===== src/rtl/bomb_timer_pkg.sv =====
// ---------------------------------------------------------------------------
// bomb_timer_pkg
//   Shared types and constants for the bomb countdown timer slice.
//   - bcd_t    : one binary-coded-decimal digit (legal codes 0..9)
//   - BCD_MAX  : largest legal BCD digit, the wrap target of a decrement
//   - BCD_ZERO : smallest legal BCD digit
//   - bcdToBin : helper turning a two-digit BCD count into its 7-bit value
// ---------------------------------------------------------------------------
package bomb_timer_pkg;

  typedef logic [3:0] bcd_t;

  localparam bcd_t BCD_MAX  = 4'd9;
  localparam bcd_t BCD_ZERO = 4'd0;

  // tens*10 + ones; 99 is the largest legal input and fits in 7 bits.
  function automatic logic [6:0] bcdToBin(input bcd_t tens, input bcd_t ones);
    logic [6:0] tensBin;
    logic [6:0] onesBin;
    tensBin  = {3'b000, tens};
    onesBin  = {3'b000, ones};
    bcdToBin = (tensBin * 7'd10) + onesBin;
  endfunction

endpackage


===== src/rtl/bomb_timer_if.sv =====
// ---------------------------------------------------------------------------
// bomb_timer_if
//   Signal bundle between the bomb control FSM and the countdown timer.
//
//   Signalling contract (no valid/ready pairs on this link): countLoadN and
//   countEnable are levels sampled on every rising clk edge; oneSecPulse is
//   a single-cycle strobe that the FSM must act on in the cycle it is high;
//   timerEnd, tensDigit, onesDigit (and warning) are levels that are valid
//   in every cycle outside reset and need no acknowledgement.
//
//   Signals:
//     countLoadN  FSM -> timer  synchronous load of the preset, active-low
//     countEnable FSM -> timer  permits a decrement on each oneSecPulse
//     oneSecPulse timer -> FSM  one-clk strobe once per CLK_FREQ_HZ cycles
//     timerEnd    timer -> FSM  high while the count is 00
//     tensDigit   timer -> FSM  BCD tens digit for the display path
//     onesDigit   timer -> FSM  BCD ones digit for the display path
//     warning     timer -> FSM  final-seconds indicator, only present when
//                               BOMB_TIMER_WARN_EN is defined
//
//   Modports: master = FSM side, slave = timer side.
// ---------------------------------------------------------------------------
interface bomb_timer_if;
  import bomb_timer_pkg::*;

  logic countLoadN;
  logic countEnable;
  logic oneSecPulse;
  logic timerEnd;
  bcd_t tensDigit;
  bcd_t onesDigit;
`ifdef BOMB_TIMER_WARN_EN
  logic warning;
`endif

`ifdef BOMB_TIMER_WARN_EN
  modport master (
    output countLoadN,
    output countEnable,
    input  oneSecPulse,
    input  timerEnd,
    input  tensDigit,
    input  onesDigit,
    input  warning
  );

  modport slave (
    input  countLoadN,
    input  countEnable,
    output oneSecPulse,
    output timerEnd,
    output tensDigit,
    output onesDigit,
    output warning
  );
`else
  modport master (
    output countLoadN,
    output countEnable,
    input  oneSecPulse,
    input  timerEnd,
    input  tensDigit,
    input  onesDigit
  );

  modport slave (
    input  countLoadN,
    input  countEnable,
    output oneSecPulse,
    output timerEnd,
    output tensDigit,
    output onesDigit
  );
`endif

endinterface


===== src/rtl/bomb_timer_bcd_down_digit.sv =====
// ---------------------------------------------------------------------------
// bcd_down_digit
//   One BCD digit of a cascadable down-counter.
//   Load has priority over decrement; a decrement from 0 wraps to 9 and
//   raises borrow in the same cycle so the next-higher digit can follow.
//
//   Parameters:
//     RESET_VAL  digit value held while resetN is low
//   Ports:
//     clk      input   system clock, rising edge
//     resetN   input   asynchronous reset, active-low
//     load     input   synchronous load of loadVal
//     loadVal  input   BCD value taken on load
//     dec      input   decrement request for this cycle
//     digit    output  registered BCD digit
//     borrow   output  combinational: dec && digit == 0
// ---------------------------------------------------------------------------
module bcd_down_digit
  import bomb_timer_pkg::*;
#(
  parameter bcd_t RESET_VAL = BCD_ZERO
) (
  input  logic clk,
  input  logic resetN,
  input  logic load,
  input  bcd_t loadVal,
  input  logic dec,
  output bcd_t digit,
  output logic borrow
);

  bcd_t digitQ;

  always_ff @(posedge clk or negedge resetN) begin
    if (!resetN) begin
      digitQ <= RESET_VAL;
    end else if (load) begin
      digitQ <= loadVal;
    end else if (dec) begin
      digitQ <= (digitQ == BCD_ZERO) ? BCD_MAX : (digitQ - 4'd1);
    end
  end

  assign digit  = digitQ;
  assign borrow = dec && (digitQ == BCD_ZERO);

endmodule


===== src/rtl/bomb_timer.sv =====
// ---------------------------------------------------------------------------
// bomb_timer
//   Countdown timer stage beside the bomb control FSM: a free-running
//   one-second prescaler plus a two-digit BCD down-counter that stops at 00.
//
//   Optional feature macro: BOMB_TIMER_WARN_EN adds the warning output,
//   high while 00 < count <= WARN_SEC.
//
//   Parameters:
//     CLK_FREQ_HZ  clk cycles per oneSecPulse period (>= 2)
//     PRESET_TENS  tens digit loaded on countLoadN (0..9)
//     PRESET_ONES  ones digit loaded on countLoadN (0..9)
//     WARN_SEC     warning threshold in seconds (1..99), warning build only
//   Ports:
//     clk     input  system clock, rising edge
//     resetN  input  asynchronous reset, active-low
//     bus     slave modport of bomb_timer_if (countLoadN, countEnable in;
//             oneSecPulse, timerEnd, tensDigit, onesDigit, [warning] out)
// ---------------------------------------------------------------------------
module bomb_timer
  import bomb_timer_pkg::*;
#(
  parameter int CLK_FREQ_HZ = 50_000_000,
  parameter int PRESET_TENS = 3,
  parameter int PRESET_ONES = 0,
  parameter int WARN_SEC    = 5
) (
  input  logic         clk,
  input  logic         resetN,
  bomb_timer_if.slave  bus
);

  // Guard the width against degenerate tiny periods so the vector is legal.
  localparam int PRE_W = (CLK_FREQ_HZ > 1) ? $clog2(CLK_FREQ_HZ) : 1;
  localparam logic [PRE_W-1:0] PRE_LAST = PRE_W'(CLK_FREQ_HZ - 1);

  localparam bcd_t PRESET_T = bcd_t'(PRESET_TENS);
  localparam bcd_t PRESET_O = bcd_t'(PRESET_ONES);

  // -------------------------------------------------------------------------
  // Prescaler: free-running, deliberately untouched by countLoadN and
  // countEnable so lamp blinking keeps its time base in every FSM state.
  // The pulse is registered from the terminal count, so it appears in the
  // cycle after the prescaler holds CLK_FREQ_HZ-1 (CLK_FREQ_HZ cycles after
  // reset release for the first one).
  // -------------------------------------------------------------------------
  logic [PRE_W-1:0] prescaler;
  logic             pulseQ;
  logic             atLast;

  assign atLast = (prescaler == PRE_LAST);

  always_ff @(posedge clk or negedge resetN) begin
    if (!resetN) begin
      prescaler <= '0;
      pulseQ    <= 1'b0;
    end else begin
      pulseQ    <= atLast;
      prescaler <= atLast ? '0 : (prescaler + PRE_W'(1));
    end
  end

  // -------------------------------------------------------------------------
  // Two-digit BCD down-counter built from cascaded digits.
  // Saturation at 00 comes from gating the ones decrement with timerEnd;
  // the tens digit only ever moves on a ones borrow.
  // -------------------------------------------------------------------------
  logic load;
  logic onesDec;
  logic onesBorrow;
  logic tensBorrow;
  logic timerEndC;
  bcd_t tens;
  bcd_t ones;

  assign load    = !bus.countLoadN;
  assign onesDec = bus.countEnable && pulseQ && !timerEndC;

  bcd_down_digit #(
    .RESET_VAL (PRESET_O)
  ) uOnes (
    .clk     (clk),
    .resetN  (resetN),
    .load    (load),
    .loadVal (PRESET_O),
    .dec     (onesDec),
    .digit   (ones),
    .borrow  (onesBorrow)
  );

  bcd_down_digit #(
    .RESET_VAL (PRESET_T)
  ) uTens (
    .clk     (clk),
    .resetN  (resetN),
    .load    (load),
    .loadVal (PRESET_T),
    .dec     (onesBorrow),
    .digit   (tens),
    .borrow  (tensBorrow)
  );

  // A tens borrow can only occur from 00, which the timerEnd gate prevents,
  // so it is intentionally left unconnected beyond this point.
  logic unusedTensBorrow;
  assign unusedTensBorrow = tensBorrow;

  assign timerEndC = (tens == BCD_ZERO) && (ones == BCD_ZERO);

  assign bus.oneSecPulse = pulseQ;
  assign bus.timerEnd    = timerEndC;
  assign bus.tensDigit   = tens;
  assign bus.onesDigit   = ones;

`ifdef BOMB_TIMER_WARN_EN
  // -------------------------------------------------------------------------
  // Final-seconds indicator: purely combinational from the digits, so it
  // falls in the same cycle timerEnd rises.
  // -------------------------------------------------------------------------
  localparam logic [6:0] WARN_LIMIT = 7'(WARN_SEC);

  logic [6:0] countBin;

  assign countBin    = bcdToBin(tens, ones);
  assign bus.warning = (countBin != 7'd0) && (countBin <= WARN_LIMIT);
`endif

endmodule


===== src/flat_wrapper.sv =====
// flat-port wrapper written by rule: the top's interface ports become plain ports
module bomb_timer_flat import bomb_timer_pkg::*;
#(
  parameter int CLK_FREQ_HZ = 50_000_000,
  parameter int PRESET_TENS = 3,
  parameter int PRESET_ONES = 0,
  parameter int WARN_SEC    = 5
)
  (clk, resetN, bus_countLoadN, bus_countEnable, bus_oneSecPulse, bus_timerEnd, bus_tensDigit, bus_onesDigit);
  bomb_timer_if bus_i ();
  input  logic clk;
  input  logic resetN;
  input wire logic [$bits(bus_i.countLoadN)-1:0] bus_countLoadN;
  input wire logic [$bits(bus_i.countEnable)-1:0] bus_countEnable;
  output wire logic [$bits(bus_i.oneSecPulse)-1:0] bus_oneSecPulse;
  output wire logic [$bits(bus_i.timerEnd)-1:0] bus_timerEnd;
  output wire logic [$bits(bus_i.tensDigit)-1:0] bus_tensDigit;
  output wire logic [$bits(bus_i.onesDigit)-1:0] bus_onesDigit;
  assign bus_i.countLoadN = bus_countLoadN;
  assign bus_i.countEnable = bus_countEnable;
  assign bus_oneSecPulse = bus_i.oneSecPulse;
  assign bus_timerEnd = bus_i.timerEnd;
  assign bus_tensDigit = bus_i.tensDigit;
  assign bus_onesDigit = bus_i.onesDigit;
  bomb_timer #(.CLK_FREQ_HZ(CLK_FREQ_HZ), .PRESET_TENS(PRESET_TENS), .PRESET_ONES(PRESET_ONES), .WARN_SEC(WARN_SEC)) u_core (.clk(clk), .resetN(resetN), .bus(bus_i));
endmodule

===== config.mk =====
export PLATFORM = sky130hd
export DESIGN_NAME = bomb_timer_flat
export DESIGN_NICKNAME = d
export VERILOG_FILES = /design/src/rtl/bomb_timer_pkg.sv /design/src/rtl/bomb_timer_if.sv /design/src/rtl/bomb_timer_bcd_down_digit.sv /design/src/rtl/bomb_timer.sv /design/src/flat_wrapper.sv
export SDC_FILE = /design/constraint.sdc
export NUM_CORES = 1
export LEC_CHECK = 0
export BUFFER_PORTS_ARGS = -buffer_cell sky130_fd_sc_hd__buf_2
export CORE_ASPECT_RATIO = 0.9
export CORE_MARGIN = 2
export CORE_UTILIZATION = 30
export DETAILED_ROUTE_END_ITERATION = 16
export HOLD_SLACK_MARGIN = 0.1
export PLACE_DENSITY = 0.47
export SLEW_MARGIN = 20
export SYNTH_ARGS = -nofsm -noshare
export SYNTH_HDL_FRONTEND = slang
export SYNTH_HIERARCHICAL = 1
export SYNTH_SLANG_ARGS = --single-unit

===== constraint.sdc =====
create_clock -name clk -period 6.1 [get_ports clk]
set_input_delay 0.61 -clock clk [delete_from_list [all_inputs] [get_ports clk]]
set_output_delay 0.61 -clock clk [all_outputs]
set_load 0.01 [all_outputs]

==> impl_results.md, run 1 <==
- Status: completed
- Commonest non-fill, non-tap cell in the layout: dfrtp_1
- Final wirelength: 3769 microns
- Vias per cell: around 4.6
- Setup crit start kind: flop
- Avg Inst Size Synth: 10.15 sq um
- Final setup viols: 0
- CTS Hold Bufs: 0
- Final Skew: about 8.9 ps
- Layout area overhead: 14.18%
- FMAX: roughly 0.44 GHz
- Min Tclk post-route: around 2300 ps
- Max Transition Viols Final: 0
- Slew margin rel.: a little under half
- Worst path slowest cell: dfstp_2
- Die ar.: 0.006945 sq mm
- GPL Wtd Cong: approximately 0.75
- Vias in the first global route: 1,368
- CTS tree: yes
- GRT Total Usage: between 10% and 20%
- Fin crit share: a little under two fifths
- Total congestion overflow: 0
- Inserted Diodes: 0
- H-tree lvl count: 2
- Area of the multi-input gates: approximately 1000 sq um
- Setup WS pre-CTS: just under 4000 ps
- First-pass iteration count of the detailed router: 5
- CTS clock-pin slew for the worst setup and hold paths: around 80 ps
- Fillers: between 600 and 700
- First-pass GRT wire length: about 6800 microns
- Net Switching: around 110 uW
- Starting Density: about 31%
- Critical path class: reg2reg
- Sum Neg Setup Slack: 0 ps
- Switching Fraction: between 20% and 30%
- # Max-Cap Violations: 0
- Logic gate share of total power: 5.4%
- TritonCTS Sinks: 35
- Clock share of power: between 30% and 40%
- Setup crit end kind: flop
- Nets: ~220
- Num rows: 27
- Vias post-DR: between 1,000 and 1,500
- Crit-path max FO: 6
- Initial antenna violation count: 0
- Die X: 87.63 microns
- Final HPWL DP: ~2600 microns
- Cts bufs inserted: 5
- Core ar.: just over 0.006 sq mm
- Most frequent cells in the layout: 33 x dfrtp_1, 17 x nand2_1, 14 x nor2_1, 13 x buf_2, 13 x xnor2_1
- CP dominant cell by count: nor2_1
- Min-Delay Path Class: in2async
- Port Buffers: 13
- Util after Layout: 35.26%
- Final ANT Viol Nets: 0
- CP peak stage delay: 600 ps
- Buffers and inverters on the worst path: 0
- Final hold slack: 407.1 ps
- Reg power frac: 56.9%
- Synth Instances: about 190
- CP arrival: ~2400 ps
- RSZ-0062 raised after global routing: false
- Pwr/cell area: around 200 mW/mm^2
- Post-CTS Setup Bufs: 0
- Register area: around 880 sq um
- Crit path max-delay family: simple AND/OR/NAND/NOR gates
- Worst path cell trace: or4_1 -> nor2_1 -> nor2_1 -> nor4b_4 -> nor2b_1 -> nor3b_2 -> mux2i_1 -> o21ai_0
- Skew-Pair Late Insertion Delay: about 280 ps
- Synth Cell Area: 0.001888 sq mm
- Int Power: roughly 330 uW
- WP data required: 6250 ps
- Number of placed I/O pins: 14
- Pin count of the biggest net entering global routing: 36
- DR WL/cell: ~13 microns
- Drt initial violations: 71
- Pleak: roughly 0.88 nW
- Share of cells above drive strength 1: 16.59%
- IR Drop Worst-Case VDD: 130.4 uV
- CTS root buffer: clkbuf_8
- Worst Tran Pin Value: approximately 800 ps
- Post-CTS resize count: 0
- Synth warn: 6
- Post-route DRC: 0
- Final WS setup: about 3800 ps
- Hold Violations, Final: 0
- Chip Height: between 70 and 80 microns
- Worst-case clock buffer depth: 2
-- power groups by stage --
stage / registers [mW] / clock network [mW] / logic [mW]
5_1_grt: 0.248 / 0.182 / 0.0277
6_report: 0.246 / 0.163 / 0.0233
3_3_place_gp: 0.251 / 0 / 0.0244
4_1_cts: 0.246 / 0.172 / 0.0243
2_1_floorplan: 0.252 / 0 / 0.00960
3_5_place_dp: 0.251 / 0 / 0.0242
-- worst register-to-register path: stages, from the launching register on --
cell     delay [ps]
dfstp_2         600
or4_1           130
nor2_1           40
nor2_1          210
nor4b_4         270
nor2b_1         320
nor3b_2         280
mux2i_1         200
o21ai_0          80
-- sequential cells by signal, indices dropped and copies added, names as in the netlist --
| signal | cells |
|---|---|
| u_core/bus.oneSecPulse | 1 |
| u_core/uTens/digit | 4 |
| u_core/prescaler | 26 |
| u_core/uOnes/digit | 4 |
-- layout make-up --
type	instances	area share, %
Sequential cell	35	40.74
Tap cell	87	5.049
Clock inverter	1	0.2322
Clock buffer	7	3.540
Timing Repair Buffer	14	3.540
Multi-Input combinational cell	149	46.02
Inverter	5	0.8706
-- routing by layer --
layer / vias to the layer above / track usage (%) / wire (microns)
met5: - / 0 / 0
met4: 0 / 3.692 / 23
met3: 2 / 4.158 / 127
met2: 18 / 18.18 / 1638
met1: 661 / 18.14 / 1979
li1: 702 / - / -
-- path summary, 6_finish.rpt --
| path | slack [ps] | depth (start not counted) | end | start |
|---|---|---|---|---|
| min | 410 | 1 | u_core/uTens/digit[2] | resetN |
| max | 3850 | 8 | u_core/uTens/digit[2] | u_core/uTens/digit[0] |
| max reg2reg | 3850 | 8 | u_core/uTens/digit[2] | u_core/uTens/digit[0] |
| min reg2reg | 490 | 1 | u_core/prescaler[24] | u_core/prescaler[24] |
| min in group clk | 490 | 1 | u_core/prescaler[24] | u_core/prescaler[24] |
| max in group asynchronous | 5170 | 1 | u_core/prescaler[4] | resetN |
-- per-stage QoR --
step	total power [mW]	area, sq um	std cells
2_1_floorplan	0.2617	1911	192
3_3_place_gp	0.2752	2063	289
3_5_place_dp	0.2753	2063	289
4_1_cts	0.4430	2145	297
5_1_grt	0.4573	2156	298
6_report	0.4330	2156	298
Note: power is estimated with default switching activity, not from simulation.
==> run 2: changes to the inputs <==
Settings changed: PLACE_DENSITY 0.47 to 0.49.
Clock period 6.1 ns to 1.91 ns, I/O delays scaled along.
==> run 2 against run 1 <==
Net effect:
- power grew to 3.4 times the previous value
- utilization is 4.5 points higher
- largest cell class unchanged
- count of clock-buffer cells in the layout stayed put
- clock power grew to 3.4 times the previous value
- register-to-register slack worse by 3800 ps
- maximum frequency is 20% higher
- critical path type unchanged
- global-route usage hardly changed
- setup slack worse by 3800 ps
- final area is 13% higher
- non-clock buffer count is 29 higher
- sequential cell count stayed put
- via count is 5.4% higher
==> impl_results.md, run 2 (synthesis results as in run 1) <==
- Die X: about 90 microns
- Core ar.: between 0.006 and 0.007 sq mm
- Min Tclk post-route: about 1900 ps
- CP arrival: 2040 ps
- Total power: around 1.5 mW
- Critical path class: reg2reg
- # Max-Cap Violations: 0
- Max FFs per register: 26
- Hold Violations, Final: 0
- Pin count of the biggest net entering global routing: 23
- Vias in the first global route: roughly 1,500
- Setup WS pre-CTS: 7.108 ps
- Final wirelength: just under 4000 microns
- Vias per cell: 4.459
- Fillers: 622
- Total congestion overflow: 0
- Max Transition Viols Final: 0
- Most frequent cells in the layout: 31 x dfrtp_1, 28 x buf_4, 17 x nand2_1, 13 x buf_2, 13 x xnor2_1
- H-tree lvl count: 2
- GRT Total Usage: between 10 and 15%
- DP Cell Count: about 310
- Layout area overhead: 28.89%
- Starting Density: between 30% and 40%
- Nets: between 200 and 250
- Final WS setup: about 25 ps
- Num rows: 27
- First-pass iteration count of the detailed router: 4
- FMAX: 0.5304 GHz
- Non-Filler Instances: 327
- Biggest register: u_core/prescaler
- IR Drop Worst-Case VDD: between 300 and 400 uV
- Pwr/cell area: about 600 mW/mm^2
- First-pass GRT wire length: about 6800 microns
- Util after Layout: around 40%
- Skew-Pair Late Insertion Delay: between 200 and 300 ps
- Chip Height: between 70 and 80 microns
- Worst Tran Pin Value: 503.5 ps
- Setup crit end kind: flop
- Slew margin rel.: 66.43%
- CTS root buffer: clkbuf_8
- Worst-case clock buffer depth: 2
- Post-route DRC: 0
- Initial antenna violation count: 0
- Number of placed I/O pins: 14
- WP data required: between 2000 and 2500 ps
- CTS tree: yes
- Area of the multi-input gates: 0.001037 sq mm
- Die ar.: 0.006945 sq mm
- TritonCTS Sinks: 35
- Port Buffers: 13
- RSZ-0062 raised after global routing: true
- Pleak: around 1.0 nW
- DR WL/cell: around 12 microns
- Setup crit start kind: flop
- Final HPWL DP: around 2800 microns
- Min-Delay Path Class: in2reg
- Final ANT Viol Nets: 0
- Final Skew: 6.775 ps
- Register area: around 900 sq um
- CTS clock-pin slew for the worst setup and hold paths: roughly 70 ps
- Commonest non-fill, non-tap cell in the layout: dfrtp_1
- Share of cells above drive strength 1: about 30%
- Vias post-DR: 1,458
- Cts bufs inserted: 5
- Status: completed
- Drt initial violations: 33
- Final setup viols: 0
- Inserted Diodes: 0
- GPL Wtd Cong: 0.7585
- Crit-path max FO: 4
- Fin crit share: roughly 99%
## run 2: where the power goes
group / internal, mW / switching (mW) / total [mW]
sequential: 0.759 / 0.00831 / 0.768
combinational: 0.0585 / 0.0753 / 0.134
clock: 0.291 / 0.265 / 0.556
total: 1.11 / 0.349 / 1.46
## run 2: stage by stage
stage	hold WS [ps]	cell area [sq um]	TNS (ps)
after floorplan	-104.6	1949	-75.11
after global placement	188.8	2275	0
after detailed placement	196.8	2275	0
after CTS	362.0	2376	0
after global routing	399.1	2434	-83.82
final	350.5	2434	0
## run 2: routing by layer
metal / track usage (%) / part of all wire, % / up-vias / wire length (microns)
met1: 17.11 / 50 / 671 / 1917
li1: - / - / 762 / -
met3: 3.222 / 2.9 / 9 / 111
met2: 19.02 / 45 / 16 / 1738
met5: 0 / 0 / - / 0
met4: 6.000 / 2.3 / 0 / 88
## run 2: worst max-delay path, stage by stage (launching register included)
cell and delay, ps:
dfrtp_2 400, or4_4 540, nor2_4 150, nor2_4 50, nor4b_4 130, nor2b_4 130
nor3b_4 150, mux2i_1 140, o21ai_1 70
## run 2: final timing paths
kind	from	to	cells after the start	slack, ps
min in group asynchronous	resetN	u_core/prescaler[7]	2	410
max in group asynchronous	resetN	u_core/uTens/digit[0]	3	860
max	u_core/uOnes/digit[1]	u_core/uTens/digit[2]	8	20
min	bus_countLoadN	u_core/uTens/digit[0]	4	350
min reg2reg	u_core/prescaler[0]	u_core/prescaler[0]	1	490
max reg2reg	u_core/uOnes/digit[1]	u_core/uTens/digit[2]	8	20
## run 2: timing repair
item                                    4_1_cts  5_1_grt
hold buffers                                  1        0
endpoints found under the setup margin        0       16
endpoints found under the hold margin        20        0
gates resized for setup                       0        5
setup buffers                                 0        6
## run 2: cell type report
class                   count  area share [%]
clock inverters             1          0.2057
multi-input cells         149           42.62
inverters                   5          0.7712
repair buffers             43           12.19
well taps                  87           4.473
clock buffers               7           3.548
flip-flops and latches     35           36.20
